--- config.mk ---
export PLATFORM = sky130hd
export DESIGN_NAME = snoop_responder_flat
export DESIGN_NICKNAME = d
export VERILOG_FILES = /design/src/rtl/snoop_responder_pkg.sv /design/src/rtl/snoop_responder_if.sv /design/src/rtl/snoop_tag_match.sv /design/src/rtl/snoop_responder.sv /design/src/flat_wrapper.sv
export SDC_FILE = /design/constraint.sdc
export NUM_CORES = 1
export LEC_CHECK = 0
export CORE_UTILIZATION = 45
export CTS_CLUSTER_DIAMETER = 30
export DETAILED_ROUTE_END_ITERATION = 12
export GPL_ROUTABILITY_DRIVEN = 0
export GPL_TIMING_DRIVEN = 0
export PLACE_DENSITY = 0.82
export SLEW_MARGIN = 20
export SYNTH_ARGS = -nofsm -noshare
export SYNTH_HDL_FRONTEND = slang
export SYNTH_HIERARCHICAL = 1
export SYNTH_SLANG_ARGS = --single-unit
--- constraint.sdc ---
create_clock -name clk -period 1.95 [get_ports clk]
set_input_delay 0.195 -clock clk [delete_from_list [all_inputs] [get_ports clk]]
set_output_delay 0.195 -clock clk [all_outputs]
set_load 0.005 [all_outputs]
--- src/rtl/snoop_responder_pkg.sv ---
// -----------------------------------------------------------------------------
// snoop_responder_pkg
//   Types and constants shared by the MSI coherence bus and the per-CPU snoop
//   responder: address/data widths, MSI block-state encodings, the responder
//   FSM state type and the snoop kind (read search vs. invalidate).
// -----------------------------------------------------------------------------
package snoop_responder_pkg;

  localparam int ADDR_W = 13;
  localparam int DATA_W = 16;

  localparam logic [1:0] BLOCK_STATE_MODIFIED = 2'b10;
  localparam logic [1:0] BLOCK_STATE_SHARED   = 2'b01;
  localparam logic [1:0] BLOCK_STATE_INVALID  = 2'b00;

  typedef enum logic [1:0] {
    IDLE = 2'd0,
    RESP = 2'd1,
    WB   = 2'd2,
    UPD  = 2'd3
  } snoop_st_t;

  typedef enum logic {
    RD  = 1'b0,
    INV = 1'b1
  } snoop_kind_t;

  // 2'b11 is not a legal MSI state and is treated like Invalid.
  function automatic logic state_is_valid(input logic [1:0] st);
    return (st == BLOCK_STATE_MODIFIED) || (st == BLOCK_STATE_SHARED);
  endfunction

endpackage

--- src/rtl/snoop_responder_if.sv ---
// -----------------------------------------------------------------------------
// snoop_responder_if
//   Bundles every signal between the snoop responder and its surroundings
//   (bus commands, tag/state/data array, dmem write-back port, results).
//   Parameter: INDEX_W - cache index width; tag width is 13-INDEX_W.
//   Modports:
//     slave  - the responder (consumes commands, array read data, wb_ack)
//     master - the environment (bus, tag array, dmem)
// -----------------------------------------------------------------------------
interface snoop_responder_if #(
  parameter int INDEX_W = 3
) ();
  import snoop_responder_pkg::*;

  logic                       snoop_search;
  logic                       snoop_inv;
  logic [ADDR_W-1:0]          snoop_addr;
  logic [INDEX_W-1:0]         tag_idx;
  logic [ADDR_W-INDEX_W-1:0]  tag_rd_tag;
  logic [1:0]                 tag_rd_state;
  logic [DATA_W-1:0]          tag_rd_data;
  logic                       st_we;
  logic [INDEX_W-1:0]         st_idx;
  logic [1:0]                 st_new;
  logic                       search_found;
  logic [1:0]                 block_state;
  logic [DATA_W-1:0]          fwd_data;
  logic                       wb_req;
  logic [ADDR_W-1:0]          wb_addr;
  logic [DATA_W-1:0]          wb_data;
  logic                       wb_ack;
  logic                       busy;

  modport slave (
    input  snoop_search, snoop_inv, snoop_addr,
    input  tag_rd_tag, tag_rd_state, tag_rd_data, wb_ack,
    output tag_idx, st_we, st_idx, st_new,
    output search_found, block_state, fwd_data,
    output wb_req, wb_addr, wb_data, busy
  );

  modport master (
    output snoop_search, snoop_inv, snoop_addr,
    output tag_rd_tag, tag_rd_state, tag_rd_data, wb_ack,
    input  tag_idx, st_we, st_idx, st_new,
    input  search_found, block_state, fwd_data,
    input  wb_req, wb_addr, wb_data, busy
  );

endinterface

--- src/rtl/snoop_tag_match.sv ---
// -----------------------------------------------------------------------------
// snoop_tag_match
//   Combinational lookup for a direct-mapped cache: splits the snoop address
//   into index/tag and qualifies the stored tag and MSI state into a hit.
//   Ports:
//     addr      in   13-bit word address
//     rd_tag    in   stored tag at idx
//     rd_state  in   stored MSI state at idx
//     idx       out  array read index (addr low bits)
//     hit       out  tag equal and state is M or S
//     hit_state out  stored state on a hit, Invalid on a miss
// -----------------------------------------------------------------------------
module snoop_tag_match
  import snoop_responder_pkg::*;
#(
  parameter int INDEX_W = 3
) (
  input  logic [ADDR_W-1:0]         addr,
  input  logic [ADDR_W-INDEX_W-1:0] rd_tag,
  input  logic [1:0]                rd_state,
  output logic [INDEX_W-1:0]        idx,
  output logic                      hit,
  output logic [1:0]                hit_state
);

  assign idx       = addr[INDEX_W-1:0];
  assign hit       = (rd_tag == addr[ADDR_W-1:INDEX_W]) && state_is_valid(rd_state);
  assign hit_state = hit ? rd_state : BLOCK_STATE_INVALID;

endmodule

--- src/rtl/snoop_responder.sv ---
// -----------------------------------------------------------------------------
// snoop_responder
//   Cache-side responder for the two-CPU MSI bus. Answers snoop searches
//   (hit/state/data forwarding, write-back of Modified lines, M->S downgrade)
//   and cross-invalidates (->I) against the local direct-mapped data cache.
//   Parameters:
//     INDEX_W  - cache index bits
//     FWD_HOLD - cycles the search result is held valid (>=1)
//   Ports:
//     clk  - system clock
//     rst  - synchronous active-high reset
//     bus  - snoop_responder_if.slave (commands, array port, write-back, results)
//   Build option:
//     SNOOP_WB_ON_INV_EN - when defined, an invalidate hitting a Modified line
//     writes it back before marking it Invalid; otherwise the data is dropped.
// -----------------------------------------------------------------------------
module snoop_responder
  import snoop_responder_pkg::*;
#(
  parameter int INDEX_W  = 3,
  parameter int FWD_HOLD = 2
) (
  input logic              clk,
  input logic              rst,
  snoop_responder_if.slave bus
);

  localparam int CNT_W = (FWD_HOLD > 1) ? $clog2(FWD_HOLD) : 1;

  logic [INDEX_W-1:0] lookup_idx;
  logic               lookup_hit;
  logic [1:0]         lookup_state;

  snoop_tag_match #(.INDEX_W(INDEX_W)) u_tag_match (
    .addr      (bus.snoop_addr),
    .rd_tag    (bus.tag_rd_tag),
    .rd_state  (bus.tag_rd_state),
    .idx       (lookup_idx),
    .hit       (lookup_hit),
    .hit_state (lookup_state)
  );

  assign bus.tag_idx = lookup_idx;

  snoop_st_t          state_q,     state_d;
  snoop_kind_t        kind_q,      kind_d;
  logic [CNT_W-1:0]   cnt_q,       cnt_d;
  logic [1:0]         cap_state_q, cap_state_d;  // Invalid when the lookup missed
  logic [ADDR_W-1:0]  cap_addr_q,  cap_addr_d;
  logic [DATA_W-1:0]  cap_data_q,  cap_data_d;
  logic               found_q,     found_d;
  logic [1:0]         blk_q,       blk_d;
  logic [DATA_W-1:0]  fwd_q,       fwd_d;
  logic               wb_req_q,    wb_req_d;
  logic [ADDR_W-1:0]  wb_addr_q,   wb_addr_d;
  logic [DATA_W-1:0]  wb_data_q,   wb_data_d;
  logic               st_we_q,     st_we_d;
  logic [INDEX_W-1:0] st_idx_q,    st_idx_d;
  logic [1:0]         st_new_q,    st_new_d;
  logic               busy_q,      busy_d;

  always_comb begin
    // NOTE: every signal gets a default before the case so no path leaves it
    // unassigned; a missing default here would infer a latch.
    state_d     = state_q;
    kind_d      = kind_q;
    cnt_d       = cnt_q;
    cap_state_d = cap_state_q;
    cap_addr_d  = cap_addr_q;
    cap_data_d  = cap_data_q;
    found_d     = found_q;
    blk_d       = blk_q;
    fwd_d       = fwd_q;

    unique case (state_q)
      IDLE: begin
        if (bus.snoop_inv || bus.snoop_search) begin
          // wb_addr is rebuilt from the stored tag; on a hit it equals snoop_addr.
          cap_state_d = lookup_state;
          cap_addr_d  = {bus.tag_rd_tag, lookup_idx};
          cap_data_d  = bus.tag_rd_data;
        end
        if (bus.snoop_inv) begin
          kind_d = INV;
          if (lookup_hit) begin
`ifdef SNOOP_WB_ON_INV_EN
            state_d = (lookup_state == BLOCK_STATE_MODIFIED) ? WB : UPD;
`else
            state_d = UPD;
`endif
          end
        end else if (bus.snoop_search) begin
          kind_d  = RD;
          cnt_d   = CNT_W'(FWD_HOLD - 1);
          found_d = lookup_hit;
          blk_d   = lookup_state;
          fwd_d   = bus.tag_rd_data;
          state_d = RESP;
        end
      end
      RESP: begin
        if (cnt_q == '0) begin
          found_d = 1'b0;
          blk_d   = BLOCK_STATE_INVALID;
          fwd_d   = '0;
          state_d = (cap_state_q == BLOCK_STATE_MODIFIED) ? WB : IDLE;
        end else begin
          cnt_d = cnt_q - CNT_W'(1);
        end
      end
      WB: begin
        if (bus.wb_ack) state_d = UPD;
      end
      UPD: begin
        state_d = IDLE;
      end
      default: state_d = IDLE;
    endcase

    // Registered side outputs follow the next state so they line up with it.
    wb_req_d  = (state_d == WB);
    wb_addr_d = wb_req_d ? cap_addr_d : '0;
    wb_data_d = wb_req_d ? cap_data_d : '0;
    st_we_d   = (state_d == UPD);
    st_idx_d  = st_we_d ? cap_addr_d[INDEX_W-1:0] : '0;
    st_new_d  = !st_we_d        ? BLOCK_STATE_INVALID :
                (kind_d == RD)  ? BLOCK_STATE_SHARED  : BLOCK_STATE_INVALID;
    busy_d    = (state_d != IDLE);
  end

  // NOTE: sequential state uses non-blocking assignments so every flop samples
  // the pre-edge values regardless of statement order.
  always_ff @(posedge clk) begin
    if (rst) begin
      state_q     <= IDLE;
      kind_q      <= RD;
      cnt_q       <= '0;
      cap_state_q <= '0;
      cap_addr_q  <= '0;
      cap_data_q  <= '0;
      found_q     <= 1'b0;
      blk_q       <= '0;
      fwd_q       <= '0;
      wb_req_q    <= 1'b0;
      wb_addr_q   <= '0;
      wb_data_q   <= '0;
      st_we_q     <= 1'b0;
      st_idx_q    <= '0;
      st_new_q    <= '0;
      busy_q      <= 1'b0;
    end else begin
      state_q     <= state_d;
      kind_q      <= kind_d;
      cnt_q       <= cnt_d;
      cap_state_q <= cap_state_d;
      cap_addr_q  <= cap_addr_d;
      cap_data_q  <= cap_data_d;
      found_q     <= found_d;
      blk_q       <= blk_d;
      fwd_q       <= fwd_d;
      wb_req_q    <= wb_req_d;
      wb_addr_q   <= wb_addr_d;
      wb_data_q   <= wb_data_d;
      st_we_q     <= st_we_d;
      st_idx_q    <= st_idx_d;
      st_new_q    <= st_new_d;
      busy_q      <= busy_d;
    end
  end

  assign bus.search_found = found_q;
  assign bus.block_state  = blk_q;
  assign bus.fwd_data     = fwd_q;
  assign bus.wb_req       = wb_req_q;
  assign bus.wb_addr      = wb_addr_q;
  assign bus.wb_data      = wb_data_q;
  assign bus.st_we        = st_we_q;
  assign bus.st_idx       = st_idx_q;
  assign bus.st_new       = st_new_q;
  assign bus.busy         = busy_q;

endmodule

--- src/flat_wrapper.sv ---
// flat-port wrapper written by rule: the top's interface ports become plain ports
module snoop_responder_flat import snoop_responder_pkg::*;
#(
  parameter int INDEX_W  = 3,
  parameter int FWD_HOLD = 2
)
  (clk, rst, bus_snoop_search, bus_snoop_inv, bus_snoop_addr, bus_tag_rd_tag, bus_tag_rd_state, bus_tag_rd_data, bus_wb_ack, bus_tag_idx, bus_st_we, bus_st_idx, bus_st_new, bus_search_found, bus_block_state, bus_fwd_data, bus_wb_req, bus_wb_addr, bus_wb_data, bus_busy);
  snoop_responder_if #(.INDEX_W(INDEX_W)) bus_i ();
  input logic clk;
  input logic rst;
  input wire logic [$bits(bus_i.snoop_search)-1:0] bus_snoop_search;
  input wire logic [$bits(bus_i.snoop_inv)-1:0] bus_snoop_inv;
  input wire logic [$bits(bus_i.snoop_addr)-1:0] bus_snoop_addr;
  input wire logic [$bits(bus_i.tag_rd_tag)-1:0] bus_tag_rd_tag;
  input wire logic [$bits(bus_i.tag_rd_state)-1:0] bus_tag_rd_state;
  input wire logic [$bits(bus_i.tag_rd_data)-1:0] bus_tag_rd_data;
  input wire logic [$bits(bus_i.wb_ack)-1:0] bus_wb_ack;
  output wire logic [$bits(bus_i.tag_idx)-1:0] bus_tag_idx;
  output wire logic [$bits(bus_i.st_we)-1:0] bus_st_we;
  output wire logic [$bits(bus_i.st_idx)-1:0] bus_st_idx;
  output wire logic [$bits(bus_i.st_new)-1:0] bus_st_new;
  output wire logic [$bits(bus_i.search_found)-1:0] bus_search_found;
  output wire logic [$bits(bus_i.block_state)-1:0] bus_block_state;
  output wire logic [$bits(bus_i.fwd_data)-1:0] bus_fwd_data;
  output wire logic [$bits(bus_i.wb_req)-1:0] bus_wb_req;
  output wire logic [$bits(bus_i.wb_addr)-1:0] bus_wb_addr;
  output wire logic [$bits(bus_i.wb_data)-1:0] bus_wb_data;
  output wire logic [$bits(bus_i.busy)-1:0] bus_busy;
  assign bus_i.snoop_search = bus_snoop_search;
  assign bus_i.snoop_inv = bus_snoop_inv;
  assign bus_i.snoop_addr = bus_snoop_addr;
  assign bus_i.tag_rd_tag = bus_tag_rd_tag;
  assign bus_i.tag_rd_state = bus_tag_rd_state;
  assign bus_i.tag_rd_data = bus_tag_rd_data;
  assign bus_i.wb_ack = bus_wb_ack;
  assign bus_tag_idx = bus_i.tag_idx;
  assign bus_st_we = bus_i.st_we;
  assign bus_st_idx = bus_i.st_idx;
  assign bus_st_new = bus_i.st_new;
  assign bus_search_found = bus_i.search_found;
  assign bus_block_state = bus_i.block_state;
  assign bus_fwd_data = bus_i.fwd_data;
  assign bus_wb_req = bus_i.wb_req;
  assign bus_wb_addr = bus_i.wb_addr;
  assign bus_wb_data = bus_i.wb_data;
  assign bus_busy = bus_i.busy;
  snoop_responder #(.INDEX_W(INDEX_W), .FWD_HOLD(FWD_HOLD)) u_core (.clk(clk), .rst(rst), .bus(bus_i));
endmodule
## After elaboration in Yosys (flattened, before gate mapping)

Cells that the tools add are included.

- Bits in registers: 91
- Bits of input ports: 46

- Reductions and logical operators: 11
- $add $sub $neg: 1
- Bitwise gates (word level): 2
- Eq/ne operators: 12
- Mux-type cells: 32

Operators by type and width:

| cell | number |
|---|---|
| 16-bit 2-to-1 mux | 5 |
| 16-bit case mux with 2 select lines | 1 |
| 13-bit 2-to-1 mux | 2 |
| 2-bit 2-to-1 mux | 10 |
| 2-bit equality test, second input constant | 6 |
| 10-bit equality test | 1 |
| 1-bit 2-to-1 mux | 10 |
| 2-bit case mux with 4 select lines | 1 |
| 2-bit != test, second input constant | 3 |
| 2-bit by 1-bit equality test with 1-bit output, second input constant | 2 |
| 1-bit case mux with 2 select lines | 2 |
| 2-bit case mux with 2 select lines | 1 |
| 4-bit AND reduction | 1 |
| 2-bit nonzero test | 2 |
| 2-bit OR reduction | 2 |
| 3-bit AND reduction | 1 |
| 2-bit logical NOT | 1 |
| 1-bit logical OR | 2 |
| 1-bit NOT | 2 |
| 2-bit AND reduction | 1 |
| 1-bit logical AND | 1 |
| 1-bit subtractor, second input constant | 1 |

## Logic depth before layout (Yosys ltp)

- Depth in word-level cells: 9
- Depth in mapped cells: 6
- Mapped depth without buffers: 6

## By module

The synthesis kept the hierarchy.

By module, submodules not included:

| module | instances | cells an instance | area an instance (um^2) | seq. area each (um^2) |
|---|---|---|---|---|
| snoop_responder | 1 | 296 | 3,074.2 | 1,801.7 |
| snoop_tag_match | 1 | 21 | 166.4 | 0.0 |

## Least setup slack after synthesis

Ideal clock, no wire load.

- Path type: input-to-reg
- Start point: in bus_snoop_addr[9]
- End point: reg u_core.st_idx_q[0] (netlist: u_core/bus.st_idx[0])
- Path slack: 237 ps
- Path buffers: 0
- Stages: 6
- Data arrival time: 1,601 ps
- Path through: xnor2_1 > nand4_1 > a2111oi_2 > mux2_4 > a222oi_1 > a2111oi_1

- Longest elaborated chain between the ends: 8

Ends and longest elaborated chain:

| element | RTL line | RTL |
|---|---|---|
| start: declaration | flat_wrapper.sv:13 | `input wire logic [$bits(bus_i.snoop_addr)-1:0] bus_snoop_addr;` |
| 10-bit equality test | snoop_tag_match.sv:27 | `assign hit = (rd_tag == addr[ADDR_W-1:INDEX_W]) && state_is_valid(rd_state);` |
| 1-bit logical AND | snoop_tag_match.sv:27 |  |
| net u_core.lookup_hit | snoop_responder.sv:31 | `logic lookup_hit;` |
| 2-bit 2-to-1 mux | snoop_responder.sv:85 | `if (lookup_hit) begin` |
| 2-bit 2-to-1 mux | snoop_responder.sv:83 | `if (bus.snoop_inv) begin` |
| 2-bit case mux with 4 select lines | snoop_responder.sv:75 | `unique case (state_q)` |
| 2-bit equality test | snoop_responder.sv:124 | `st_we_d = (state_d == UPD);` |
| 1-bit NOT (no line) | n/a |  |
| 2-bit OR reduction (no line) | n/a |  |
| end signal: assignment | snoop_responder.sv:165 | `st_idx_q <= st_idx_d;` |
| end: declaration | snoop_responder.sv:58 | `logic [INDEX_W-1:0] st_idx_q, st_idx_d;` |

The timed path passes the listed nets, and every way through them passes these cells.
A chain may end at the register's enable or synchronous reset.

## Worst setup path after layout

- Start point: reg u_core.state_q[0]
- End point: reg u_core.fwd_q[10] (netlist: u_core/bus.fwd_data[10])

- Longest elaborated chain between the ends: 3
- Elaborated cells on any way between the ends: 8
- Those cells by class: 4 x eq/ne; 1 x mux; 3 x reduce/logical

Ends and longest elaborated chain:

| element | RTL line | RTL |
|---|---|---|
| start: declaration | snoop_responder.sv:45 | `snoop_st_t state_q, state_d;` |
| start signal: assignment | snoop_responder.sv:152 | `state_q <= state_d;` |
| 2-bit by 1-bit equality test with 1-bit output or 2-bit logical NOT (tied branches) | snoop_responder.sv:75 |  |
| 2-bit != test (no line) or 2-bit nonzero test (tied branches) | n/a |  |
| 4-bit AND reduction (no line) | n/a |  |
| end signal: assignment | snoop_responder.sv:160 | `fwd_q <= fwd_d;` |
| end: declaration | snoop_responder.sv:53 | `logic [DATA_W-1:0] fwd_q, fwd_d;` |

Several ways; a longest one is shown, not always the timed one.

==> metrics.txt <==
# TYPE chip_impl_metric gauge
chip_impl_info{name="result_of_the_run",value="finished clean"} 1
chip_impl_metric{name="slew_at_the_pin_closest_to_its_max_slew_limit",unit="ns"} 0.944
chip_impl_metric{name="final-setup-viol-count",unit=""} 0
chip_impl_metric{name="drive_above_1_share",unit=""} 0.120
chip_impl_metric{name="post_synth_num_cell_types",unit=""} 36
chip_impl_metric{name="post_synth_fa_ha_maj_area_fraction",unit=""} 0
chip_impl_metric{name="dr.pass1.iters",unit=""} 5
chip_impl_metric{name="clk_pin_slew_worst_paths",unit="ns"} 0.09
chip_impl_metric{name="grt-ovfl-total",unit=""} 0
chip_impl_metric{name="fin_setup_tns",unit="ns"} 0
chip_impl_metric{name="antenna_cells",unit=""} 0
chip_impl_info{name="rsz0062_at_grt",value="no"} 1
chip_impl_metric{name="boundaryPins",unit=""} 105
chip_impl_metric{name="cts-buffers-inserted",unit=""} 9
chip_impl_metric{name="grt_pass1_vias",unit=""} 2867
chip_impl_info{name="ys_top_cells_by_count",value="sky130_fd_sc_hd__dfxtp_1, sky130_fd_sc_hd__a21oi_1, sky130_fd_sc_hd__nand3_1"} 1
chip_impl_metric{name="io_buffer_count",unit=""} 98
chip_impl_metric{name="cts.hold.buffers_added",unit=""} 0
chip_impl_metric{name="synth_area",unit="µm²"} 3240
chip_impl_metric{name="crit_path_max_fanout",unit=""} 10
chip_impl_metric{name="cts.sink_count",unit=""} 90
chip_impl_metric{name="grt_usage",unit=""} 0.231
chip_impl_metric{name="cellLeakagePower",unit="nW"} 1.82
chip_impl_metric{name="placed_area",unit="µm²"} 4340
chip_impl_metric{name="area_growth_syn_to_layout",unit="%"} 45.8
chip_impl_metric{name="grt_first_pass_wirelength",unit="µm"} 13300
chip_impl_metric{name="yosysSeqAreaShare",unit=""} 0.556
chip_impl_metric{name="cp_data_required_time",unit="ns"} 2.24
chip_impl_metric{name="synth-edff-count",unit=""} 0
chip_impl_info{name="worst_hold_path_type",value="in2reg"} 1
chip_impl_metric{name="core_area",unit="µm²"} 6870
chip_impl_metric{name="drtIter0Drc",unit=""} 151
chip_impl_metric{name="layout.cell_area.non_filler",unit="µm²"} 4720
chip_impl_metric{name="synthArstFlopShare",unit=""} 0
chip_impl_metric{name="post_synthesis_net_count",unit=""} 363
chip_impl_metric{name="hpwl_reported_at_the_end_of_detailed_placement",unit="µm"} 6010
chip_impl_metric{name="layout.core_utilization",unit=""} 0.688
chip_impl_metric{name="drt-total-wl",unit="µm"} 8770
chip_impl_metric{name="cap_viol_max_count",unit=""} 0
chip_impl_metric{name="final.period_utilization",unit=""} 0.981
chip_impl_metric{name="dieHeight",unit="µm"} 86.9
chip_impl_metric{name="post_synthesis_mux_area_share",unit=""} 0.00463
chip_impl_metric{name="insertion_delay",unit="ns"} 0.35
chip_impl_metric{name="final-max-slew-violation-count",unit=""} 0
chip_impl_metric{name="peakVddDrop",unit="µV"} 611
chip_impl_metric{name="timing_hold_violations_final",unit=""} 0
chip_impl_metric{name="htree_levels",unit=""} 3
chip_impl_metric{name="synth_compound_area_frac",unit=""} 0.258
chip_impl_metric{name="synth_top_area_frac",unit=""} 0.556
chip_impl_metric{name="synthesis.area_per_instance",unit="µm²"} 10.2
chip_impl_info{name="root_buffer",value="sky130_fd_sc_hd__clkbuf_8"} 1
chip_impl_metric{name="ant_nets",unit=""} 0
chip_impl_metric{name="die_x",unit="µm"} 86.9
chip_impl_metric{name="initial_core_util",unit=""} 0.472
chip_impl_metric{name="xor_xnor_share_of_the_synthesized_area",unit=""} 0.0270
chip_impl_metric{name="slew-limit-headroom",unit=""} 0.369
chip_impl_metric{name="timing.final.crit_period",unit="ns"} 1.91
chip_impl_metric{name="synth_simple_gate_area_share",unit=""} 0.101
chip_impl_info{name="critical_path.startpoint_type",value="flip-flop"} 1
chip_impl_metric{name="ys.warnings.count",unit=""} 6
chip_impl_metric{name="drc_errors",unit=""} 0
chip_impl_metric{name="routed_via_density",unit=""} 5.64
chip_impl_metric{name="report.power.total",unit="W"} 0.00374
chip_impl_info{name="synth.largest_area_cell",value="sky130_fd_sc_hd__dfxtp_1"} 1
chip_impl_metric{name="timing.critical_path.arrival",unit="ns"} 2.21
chip_impl_info{name="postSynth.topFlopCell",value="sky130_fd_sc_hd__dfxtp_1"} 1
chip_impl_metric{name="design.final.nets",unit=""} 477
chip_impl_info{name="synth_area_leaders",value="sky130_fd_sc_hd__dfxtp_1, sky130_fd_sc_hd__a211oi_1, sky130_fd_sc_hd__a21oi_1"} 1
chip_impl_info{name="synth.most_common_cell",value="sky130_fd_sc_hd__dfxtp_1"} 1
chip_impl_metric{name="hold_slack",unit="ns"} 0.181
chip_impl_metric{name="routedWlPerCell",unit="µm"} 16.5
chip_impl_metric{name="final_setup_skew",unit="ns"} 0.0146
chip_impl_metric{name="num_rows",unit=""} 30
chip_impl_info{name="crit_path_class",value="reg2reg"} 1
chip_impl_metric{name="fmaxAchievable",unit="MHz"} 523
chip_impl_metric{name="cts-root-to-sink-buffers",unit=""} 2
chip_impl_metric{name="num_vias",unit=""} 2993
chip_impl_metric{name="antenna_violations_before_repair",unit=""} 0
chip_impl_info{name="synth_top_family_by_area",value="compound AO/OA/AOI/OAI gates"} 1
chip_impl_metric{name="postSynthRegisterBits",unit=""} 90
chip_impl_metric{name="grt_start_max_net_pins",unit=""} 16
chip_impl_metric{name="post_synth_inst_count",unit=""} 317
chip_impl_metric{name="die_area",unit="µm²"} 7540
chip_impl_metric{name="pwr_density_cell",unit="nW/µm²"} 792
chip_impl_info{name="tritoncts",value="done"} 1
chip_impl_info{name="critPathCaptureType",value="flip-flop"} 1
## final timing paths
| path | startpoint | endpoint | slack (ns) | cells past startpoint |
|---|---|---|---|---|
| max | u_core/state_q[0]$_SDFF_PP0_ | u_core/bus.fwd_data[10]$_SDFFE_PP0P_ | 0.04 | 4 |
| min | bus_tag_rd_tag[0] | u_core/cap_addr_q[3]$_SDFF_PP0_ | 0.18 | 3 |
| max reg2reg | u_core/state_q[0]$_SDFF_PP0_ | u_core/bus.fwd_data[10]$_SDFFE_PP0P_ | 0.04 | 4 |
| min reg2reg | u_core/bus.fwd_data[8]$_SDFFE_PP0P_ | u_core/bus.fwd_data[8]$_SDFFE_PP0P_ | 0.50 | 1 |
## cell type report
type	instances	area [µm²]
multi-input combinational	192	1350
sequential	90	1800
clock inverter	5	87.6
tap	96	120
clock buffer	10	138
buffer	34	164
inverter	1	3.75
timing repair buffer	103	1060
fill	542	2140
## repair_timing
item                                    4_1_cts  5_1_grt
endpoints found under the hold margin         0        0
setup buffers                                 5        0
pin swaps                                     5       10
endpoints found under the setup margin        7        8
resized for setup                             8       22
## power by group
part / leakage (nW) / switching (W) / total (W) / internal (W)
sequential: 0.734 / 0.0000216 / 0.00192 / 0.00190
clock: 0.110 / 0.000638 / 0.00140 / 0.000761
combinational: 0.977 / 0.000225 / 0.000426 / 0.000201
## routing by layer
metal	global-route usage	vias up	part of all wire
li1	-	1416	-
met2	0.387	137	0.49
met4	0.0788	0	0.020
met3	0.0825	19	0.077
met1	0.273	1421	0.41
met5	0	-	0
## per-stage QoR
stage | setup WS [ns] | instances
after detailed placement | -0.730 | 511
after floorplan | 0.237 | 317
after CTS | -0.000363 | 531
after global routing | 0.0252 | 531
after global placement | -0.763 | 511
final | 0.0379 | 531
## sequential cells by signal, summed over array words and instances, names as in the netlist
name / cells
u_core/bus.st_idx: 3
u_core/bus.st_new: 1
u_core/bus.st_we: 1
u_core/cap_data_q: 16
u_core/bus.search_found: 1
u_core/bus.wb_addr: 13
u_core/cnt_q: 1
u_core/bus.wb_data: 16
u_core/bus.block_state: 2
u_core/state_q: 2
u_core/bus.busy: 1
u_core/cap_addr_q: 13
u_core/bus.fwd_data: 16
u_core/cap_state_q: 2
u_core/kind_q: 1
u_core/bus.wb_req: 1
## kinds of logic (layout without fill, tap and decap cells)
group                  Yosys count  after routing
AO/OA/AOI/OAI                  122            122
buffers and inverters           35            153
multiplexers                     1              1
other                            1              1
XOR/XNOR                        10             10
flip-flops                      90             90
AND/OR/NAND/NOR                 58             58
## cells in the final DEF (no fill, tap or decap), types with 2 or more instances in the layout
cell type	synthesis	layout
sky130_fd_sc_hd__a2111oi_4	0	4
sky130_fd_sc_hd__a211oi_1	29	29
sky130_fd_sc_hd__a21oi_1	34	34
sky130_fd_sc_hd__a32o_1	9	9
sky130_fd_sc_hd__a32o_2	10	10
sky130_fd_sc_hd__buf_2	5	5
sky130_fd_sc_hd__buf_4	4	9
sky130_fd_sc_hd__buf_6	2	2
sky130_fd_sc_hd__bufinv_16	0	2
sky130_fd_sc_hd__clkbuf_1	22	22
sky130_fd_sc_hd__clkbuf_8	0	10
sky130_fd_sc_hd__clkdlybuf4s50_1	0	78
sky130_fd_sc_hd__dfxtp_1	90	90
sky130_fd_sc_hd__dlygate4sd2_1	0	3
sky130_fd_sc_hd__dlymetal6s2s_1	0	17
sky130_fd_sc_hd__nand2b_1	2	2
sky130_fd_sc_hd__nand3_1	31	31
sky130_fd_sc_hd__nand4_1	2	2
sky130_fd_sc_hd__nor2_1	6	6
sky130_fd_sc_hd__nor2b_1	3	3
sky130_fd_sc_hd__nor3_1	2	2
sky130_fd_sc_hd__nor3b_1	3	3
sky130_fd_sc_hd__nor4_1	3	3
sky130_fd_sc_hd__o21ai_0	28	28
sky130_fd_sc_hd__o21ai_1	3	3
sky130_fd_sc_hd__or2_1	2	2
sky130_fd_sc_hd__xnor2_1	10	9
## critical path, cell delays in order (launching register included)
cell and delay (ns):
sky130_fd_sc_hd__dfxtp_1 0.47, sky130_fd_sc_hd__nor3b_1 0.09, sky130_fd_sc_hd__o21bai_1 0.74, sky130_fd_sc_hd__buf_2 0.37
sky130_fd_sc_hd__a32o_2 0.19
Note: power is estimated with default switching activity, not from simulation.
